[config.mk]
export PLATFORM = sky130hd
export DESIGN_NAME = clz_seq_ctrl_flat
export DESIGN_NICKNAME = d
export VERILOG_FILES = /design/src/rtl/clz_seq_ctrl_if.sv /design/src/rtl/clz_seq_ctrl.sv /design/src/flat_wrapper.sv
export SDC_FILE = /design/constraint.sdc
export NUM_CORES = 1
export LEC_CHECK = 0
export CAP_MARGIN = 40
export CORE_MARGIN = 2
export CORE_UTILIZATION = 40
export DETAILED_ROUTE_END_ITERATION = 16
export HOLD_SLACK_MARGIN = 0.05
export PLACE_DENSITY = 0.65
export SETUP_SLACK_MARGIN = 0.2
export SYNTH_ARGS = -nofsm -noshare
export SYNTH_HDL_FRONTEND = slang
export SYNTH_SLANG_ARGS = --single-unit
[constraint.sdc]
create_clock -name clk -period 2.3 [get_ports clk]
set_input_delay 0.46 -clock clk [delete_from_list [all_inputs] [get_ports clk]]
set_output_delay 0.46 -clock clk [all_outputs]
set_load 0.05 [all_outputs]
[src/rtl/clz_seq_ctrl_if.sv]
// Request/response bundle between the pipeline controller and the CLZ/CLO sequencer.
// The master side issues start/op_clo/rs/flush and observes busy/done/rd.
interface clz_seq_ctrl_if;
    logic        start;
    logic        op_clo;
    logic [31:0] rs;
    logic        flush;
    logic        busy;
    logic        done;
    logic [5:0]  rd;

    modport master (
        output start, op_clo, rs, flush,
        input  busy, done, rd
    );

    modport slave (
        input  start, op_clo, rs, flush,
        output busy, done, rd
    );
endinterface

[src/rtl/clz_seq_ctrl.sv]
// Count leading zeros/ones of a 32-bit operand using one shared 16-bit counter: 2 cycles (high-half hit) or 3 (low half).
// No backpressure: start is only accepted in IDLE/DONE; stall externally on start | busy; flush aborts without a done pulse.
module clz_seq_ctrl (
    input  logic           clk,
    input  logic           rst,
    clz_seq_ctrl_if.slave  bus
);

    typedef enum logic [1:0] {
        IDLE = 2'd0,
        HI   = 2'd1,
        LO   = 2'd2,
        DONE = 2'd3
    } state_t;

    state_t      state;
    state_t      state_nxt;
    logic [31:0] opr;
    logic [31:0] opr_nxt;
    logic [5:0]  rd_q;
    logic [5:0]  rd_nxt;
    logic [15:0] half;
    logic [4:0]  cnt;

    // Leading-zero count of a 16-bit value; returns 16 when the value is zero.
    function automatic logic [4:0] cnt16(input logic [15:0] x);
        logic [4:0] n;
        logic       found;
        n     = 5'd16;
        found = 1'b0;
        for (int i = 15; i >= 0; i--) begin
            if (!found && x[i]) begin
                n     = 5'(15 - i);
                found = 1'b1;
            end
        end
        return n;
    endfunction

    assign half = (state == LO) ? opr[15:0] : opr[31:16];
    assign cnt  = cnt16(half);

    always_comb begin
        state_nxt = state;
        opr_nxt   = opr;
        rd_nxt    = rd_q;
        unique case (state)
            IDLE, DONE: begin
                // flush outranks start, so a start in a flush cycle is dropped
                if (bus.start && !bus.flush) begin
                    opr_nxt   = bus.op_clo ? ~bus.rs : bus.rs;
                    state_nxt = HI;
                end else begin
                    state_nxt = IDLE;
                end
            end
            HI: begin
                if (bus.flush) begin
                    state_nxt = IDLE;
                end else if (!cnt[4]) begin
                    rd_nxt    = {1'b0, cnt};
                    state_nxt = DONE;
                end else begin
                    state_nxt = LO;
                end
            end
            LO: begin
                if (bus.flush) begin
                    state_nxt = IDLE;
                end else begin
                    rd_nxt    = 6'd16 + {1'b0, cnt};
                    state_nxt = DONE;
                end
            end
            default: state_nxt = IDLE;
        endcase
    end

    always_ff @(posedge clk) begin
        if (rst) begin
            state <= IDLE;
            opr   <= 32'd0;
            rd_q  <= 6'd0;
        end else begin
            state <= state_nxt;
            opr   <= opr_nxt;
            rd_q  <= rd_nxt;
        end
    end

    assign bus.busy = (state == HI) || (state == LO);
    assign bus.done = (state == DONE);
    assign bus.rd   = rd_q;

endmodule
[src/flat_wrapper.sv]
// flat-port wrapper written by rule: the top's interface ports become plain ports
module clz_seq_ctrl_flat 
  (clk, rst, bus_start, bus_op_clo, bus_rs, bus_flush, bus_busy, bus_done, bus_rd);
  clz_seq_ctrl_if bus_i ();
  input  logic clk;
  input  logic rst;
  input wire logic [$bits(bus_i.start)-1:0] bus_start;
  input wire logic [$bits(bus_i.op_clo)-1:0] bus_op_clo;
  input wire logic [$bits(bus_i.rs)-1:0] bus_rs;
  input wire logic [$bits(bus_i.flush)-1:0] bus_flush;
  output wire logic [$bits(bus_i.busy)-1:0] bus_busy;
  output wire logic [$bits(bus_i.done)-1:0] bus_done;
  output wire logic [$bits(bus_i.rd)-1:0] bus_rd;
  assign bus_i.start = bus_start;
  assign bus_i.op_clo = bus_op_clo;
  assign bus_i.rs = bus_rs;
  assign bus_i.flush = bus_flush;
  assign bus_busy = bus_i.busy;
  assign bus_done = bus_i.done;
  assign bus_rd = bus_i.rd;
  clz_seq_ctrl u_core (.clk(clk), .rst(rst), .bus(bus_i));
endmodule
==> metrics, run 1 <==
final hold viol count 0; dpl cell area 0.00280 mm^2; routed wire length 4.83 mm; top cells by count, synth dfxtp_1, nor2_1, a211oi_1, xnor2_1, clkbuf_1; switch share 0.273; max capacitance violation total 0; share of cells above drive strength 1 0.163; Crit. path cell count 8; Worst-Skew Late Latency 290 ps; pwr dens 561 mW/mm^2; main flop type after synthesis dfxtp_1; ant diodes 0; Worst Skew 5.21 ps; top cell type's share of synthesized area 0.367; top sig layer met4; drt pass-1 iters 5; family with the most delay on the worst path simple AND/OR/NAND/NOR gates; critical path arrival 2460 ps; Synth Register Bits 40; final worst-path cycle share 0.990; Logic pwr share 0.242; global placement routability congestion 0.891; sequential share of power 0.462; Pint 1.22 mW; FMAX 439 MHz; switching power 0.458 mW; largest net degree at the start of global routing 66; top-level I/O count 45; vias per cell 5.11; TritonCTS Buffers 5; die height 77.8 um; largest cells by area after synthesis dfxtp_1, xnor2_1, a211oi_1; Remaining Overflow, GRT 0; Post-Syn Instances 253; clock-pin slew on the worst setup and hold paths 70 ps; post-synth design cell area 0.00218 mm^2; hold depth 2; Worst Path Max Fanout 8; cells on worst reg2reg path 8; Min Hold Slack 462 ps; GRT Total Usage 0.170; CP bufs+invs 2; RSZ-0062 raised after global routing true; die width 77.8 um; clk buf depth 2; hold_buf cts 0; final core utilization 0.579; CTS tree done; mean area per synthesized cell 8.62 um^2; DR iter-0 viols 68; Fill cells 467; Pins Over Slew Limit 0; CTS root buffer clkbuf_8; Yosys cell types 45; final cell count without fillers 376; maximum vdd ir drop 0.251 mV; post-synthesis sequential area ratio 0.367; Area Growth Syn to Fin 37.2%; Post-synth EDFFs 0; max_slew headroom 0.640; met2 WL post-DR 2.21 mm; Setup Viol. Count Final 0; Nets 346; DR DRC count 0; per-cell routed wire length 12.8 um; worst-margin pin slew 539 ps; clock sink count 40; Final Power 1.68 mW; critical path startpoint category flip-flop; slowest cell on the critical path or4b_4; most numerous cell in the Yosys netlist dfxtp_1; Synth area leader dfxtp_1; global-route wire length before repair 8.27 mm; hpwl dp 3.57 mm; crit path capture type flip-flop; crit-path max cell delay 470 ps; Synthesis Warnings 0; total core area 0.00517 mm^2; placed cells 367; met1 WL 2.33 mm; syn_nets 293; die area 0.00606 mm^2; initial antenna violation count 0; # rows 26; met3 wire len 228 um; Initial Util 0.422; # H-tree levels 2; HP Class flip-flop to flip-flop; Clk pwr share 0.296; min cycle time layout 2280 ps; # port buffers 44; crit-path cells inv_2 -> ha_4 -> or4b_4 -> a222oi_1 -> buf_4 -> nand4bb_4 -> o21bai_4 -> mux2_4; via count 1921; Async S/R FF share, synth 0; static leakage 1.07 nW; CP required 2480 ps; number of antenna-violating nets in the routed design 0; vias in the first global route 1762; Final Cell Area 0.00299 mm^2; critical path type flip-flop to flip-flop; status complete, no violations
final cells by class:
cell class / count / area, um^2 / share of cell area
Tap cell: 70 / 87.6 / 0.0293
Inverter: 11 / 41.3 / 0.0138
Multi-Input combinational cell: 184 / 1360 / 0.454
Timing Repair Buffer: 64 / 607 / 0.203
Clock buffer: 7 / 96.3 / 0.0322
Sequential cell: 40 / 803 / 0.268
flip-flops by register name, indices dropped and copies added (netlist names):
| name | cells |
|---|---|
| u_core.opr | 32 |
| u_core.bus.rd | 6 |
| u_core.state | 2 |
path summary, 6_finish.rpt:
kind                                        from          endpoint  slack [ps]
worst max register to register   u_core.state[0]  u_core.bus.rd[2]          20
worst min register to register  u_core.bus.rd[5]  u_core.bus.rd[5]         460
worst min-delay path            u_core.bus.rd[5]  u_core.bus.rd[5]         460
worst max-delay path             u_core.state[0]  u_core.bus.rd[2]          20
stage by stage:
stage / TNS [ps] / setup slack, ps
global route: -9.27 / -9.27
global placement: 0 / 20.1
CTS: 0 / 77.3
floorplan: -64.4 / -64.4
finish: 0 / 22.4
detailed placement: -11.8 / -11.8
worst reg2reg max path, stage by stage (launching register included):
cell and delay (ps):
dfxtp_2 330, inv_2 60, ha_4 170, or4b_4 470, a222oi_1 340, buf_4 200, nand4bb_4 130, o21bai_4 160
mux2_4 310
layer usage:
layer | global-route usage | up-vias
met5 | 0 | -
met1 | 0.226 | 867
met3 | 0.0442 | 7
met4 | 0.0536 | 0
li1 | - | 1001
met2 | 0.267 | 46
cell usage in the layout (no fill, tap or decap), types with 2 or more instances in the layout:
cell type	n
a211oi_1	32
a21oi_1	4
buf_4	16
buf_6	3
clkbuf_8	7
clkdlybuf4s50_1	41
dfxtp_1	38
dfxtp_2	2
dlygate4sd2_1	2
ha_1	2
inv_1	10
mux2i_1	5
nand2_1	4
nand2b_1	3
nor2_1	38
nor2b_1	7
nor3_1	8
nor3b_1	3
nor3b_2	2
nor4_1	2
o21ai_0	6
o21ai_1	2
o32ai_1	3
xnor2_1	32
kinds of logic after synthesis:
logic type | synth area share
simple gates | 0.197
fa+ha+maj | 0.0172
xor+xnor | 0.129
buf+inv | 0.0505
flops | 0.367
mux | 0.0298
compound gates | 0.210
what timing repair did:
action / 4_1_cts / 5_1_grt
gates resized for setup: 13 / 6
gates cloned: 0 / 0
buffers inserted: 2 / 0
pin swaps: 7 / 2
endpoints found under the setup margin: 9 / 7
power by group through the flow:
stage          registers (mW)  clock network [mW]  logic [mW]
6_report                0.776               0.498       0.406
5_1_grt                 0.782               0.545       0.445
4_1_cts                 0.774               0.514       0.402
3_5_place_dp            0.790                   0       0.375
3_3_place_gp            0.790                   0       0.371
2_1_floorplan           0.788                   0       0.226
(Power assumes the default switching activity.)
==> run 2: changes to the inputs <==
- ABC_AREA: not set -> 1
==> run 2 against run 1 <==
Global-route usage down 0.098 points. Count of clock-buffer cells in the layout down 2. Sequential share of layout area down 1.4 points. Total power down 2.7%. Sequential power down 2%. Clock power down 7.4%. Largest power group unchanged.
==> metrics, run 2 <==
status complete, no violations (unchanged); max capacitance violation total 0 (unchanged); Setup Viol. Count Final 0 (unchanged); total core area 0.00554 mm^2 (was 0.00517 mm^2); die width 80.2 um (was 77.8 um); Remaining Overflow, GRT 0 (unchanged); syn_nets 352 (was 293); DR DRC count 0 (unchanged); hold depth 2 (unchanged); Post-synth EDFFs 0 (unchanged); final worst-path cycle share 0.972 (was 0.990); final hold viol count 0 (unchanged); worst-margin pin slew 492 ps (was 539 ps); Worst Path Max Fanout 8 (unchanged); GRT Total Usage 0.169 (was 0.170); # H-tree levels 2 (unchanged); main flop type after synthesis dfxtp_1 (unchanged); clock sink count 40 (unchanged); Worst Skew 8.79 ps (was 5.21 ps); HP Class flip-flop to flip-flop (unchanged); min cycle time layout 2240 ps (was 2280 ps); vias per cell 4.70 (was 5.11); most common cell after layout, fill and taps aside inv_1 (was clkdlybuf4s50_1); number of antenna-violating nets in the routed design 0 (unchanged); max_slew headroom 0.671 (was 0.640); Async S/R FF share, synth 0 (unchanged); FMAX 447 MHz (was 439 MHz); die area 0.00643 mm^2 (was 0.00606 mm^2); clk buf depth 2 (unchanged); CTS tree done (unchanged); global placement routability congestion 0.823 (was 0.891); Largest register FFs 32 (unchanged); routed wire length 4.95 mm (was 4.83 mm); ant diodes 0 (unchanged); global-route wire length before repair 8.63 mm (was 8.27 mm); largest net degree at the start of global routing 53 (was 66); Post-Syn Instances 312 (was 253); critical path startpoint category flip-flop (unchanged); CP required 2530 ps (was 2480 ps); top sig layer met4 (unchanged); via count 2058 (was 1921); # port buffers 44 (unchanged); top cell type's share of synthesized area 0.345 (was 0.367); critical path arrival 2460 ps (about the same); Post-Place Worst Slack 11.1 ps (was -11.8 ps); Synth area leader dfxtp_1 (unchanged); vias in the first global route 1935 (was 1762); die height 80.2 um (was 77.8 um); crit path capture type flip-flop (unchanged); static leakage 1.35 nW (was 1.07 nW); met1 WL 2.32 mm (was 2.33 mm); DR iter-0 viols 57 (was 68); hpwl dp 3.52 mm (was 3.57 mm); CTS root buffer clkbuf_8 (unchanged); share of cells above drive strength 1 0.208 (was 0.163); drt pass-1 iters 4 (was 5); most frequent cells in the layout inv_1, clkdlybuf4s50_1, dfxtp_1 (was clkdlybuf4s50_1, nor2_1, dfxtp_1); Fill cells 535 (was 467); Synth Register Bits 40 (unchanged); Area Growth Syn to Fin 36.5% (was 37.2%); Pins Over Slew Limit 0 (unchanged); cells on worst reg2reg path 17 (was 8); final core utilization 0.572 (was 0.579); initial antenna violation count 0 (unchanged); top cells by count, synth inv_1, dfxtp_1, o21ai_0, nand2_1, a21oi_1 (was dfxtp_1, nor2_1, a211oi_1, xnor2_1, clkbuf_1); mean area per synthesized cell 7.44 um^2 (was 8.62 um^2); pwr dens 515 mW/mm^2 (was 561 mW/mm^2); setup ws final 63.5 ps (was 22.4 ps); post-synthesis sequential area ratio 0.345 (was 0.367); Biggest register u_core.opr (unchanged); Min Hold Slack 445 ps (was 462 ps); Nets 405 (was 346); clock-pin slew on the worst setup and hold paths 80 ps (was 70 ps); Synthesis Warnings 0 (unchanged); # rows 27 (was 26); RSZ-0062 raised after global routing true (unchanged); post-synth design cell area 0.00232 mm^2 (was 0.00218 mm^2); Worst-Skew Late Latency 290 ps (about the same); top-level I/O count 45 (unchanged); met3 wire len 169 um (was 228 um); maximum vdd ir drop 0.295 mV (was 0.251 mV); most numerous cell in the Yosys netlist inv_1 (was dfxtp_1); met2 WL post-DR 2.40 mm (was 2.21 mm); Yosys cell types 34 (was 45); per-cell routed wire length 11.3 um (was 12.8 um); largest cells by area after synthesis dfxtp_1, xor2_1, o21ai_0 (was dfxtp_1, xnor2_1, a211oi_1); critical path type flip-flop to flip-flop (unchanged); TritonCTS Buffers 5 (unchanged); hold_buf cts 0 (unchanged); Initial Util 0.419 (was 0.422)
==> run 2: cell type report <==
class                           count  area (um^2)  share of cell area
Clock buffer                        5         68.8              0.0217
Inverter                           54          205              0.0647
Sequential cell                    40          806               0.254
Timing Repair Buffer               63          644               0.203
Tap cell                           72         90.1              0.0284
Clock inverter                      3         18.8             0.00592
Multi-Input combinational cell    201         1340               0.422
==> run 2: what timing repair did <==
action	in CTS	in global routing
resized for setup	9	13
setup endpoints to repair	8	7
pin swaps	15	2
cloned	1	0
buffers inserted	7	2
==> run 2: cell families after synthesis <==
| logic type | after synthesis | synth area share |
|---|---|---|
| DFF | 40 | 0.345 |
| and+or+nand+nor | 77 | 0.185 |
| xor gates and xnor gates | 32 | 0.121 |
| buffers and inverters | 71 | 0.123 |
| adders and majority gates | 3 | 0.0162 |
| AOI/OAI and AO/OA | 89 | 0.211 |
==> run 2: final timing paths <==
path / from / end / slack (ps)
worst max-delay path: u_core.state[0] / u_core.bus.rd[4] / 60
worst min-delay path: u_core.opr[22] / u_core.opr[22] / 440
worst max register to register: u_core.state[0] / u_core.bus.rd[4] / 60
worst min register to register: u_core.opr[22] / u_core.opr[22] / 440
==> run 2: power breakdown <==
| group | total [mW] | internal [mW] | switching (mW) |
|---|---|---|---|
| combinational | 0.412 | 0.196 | 0.216 |
| clock | 0.461 | 0.211 | 0.250 |
| sequential | 0.761 | 0.736 | 0.0242 |
| total | 1.63 | 1.14 | 0.490 |
==> run 2: critical path: stages, from the launching register on <==
cell and delay (ps):
dfxtp_2 340, inv_2 40, ha_4 180, buf_12 150, nand2_4 60, nand2_4 50
nor2_4 120, nand3_2 100, nor2_4 120, nand4_4 100, nor2_4 140, nand4_4 110
nor2_4 140, nand4_4 120, nand2_4 130, buf_4 120, nand2_2 40, a21oi_2 100
==> run 2: layer usage <==
metal / global-route usage / vias up
met5: 0 / -
met4: 0.0475 / 0
met3: 0.0360 / 5
met2: 0.291 / 40
met1: 0.212 / 913
li1: - / 1100
==> run 2: per-stage QoR <==
stage	cells	total power [mW]	TNS, ps	cell area (um^2)
final	438	1.63	0	3170
after global routing	438	1.73	-325	3170
after CTS	436	1.64	0	3120
after detailed placement	420	1.16	0	2910
after global placement	420	1.16	0	2910
after floorplan	312	1.03	0	2370
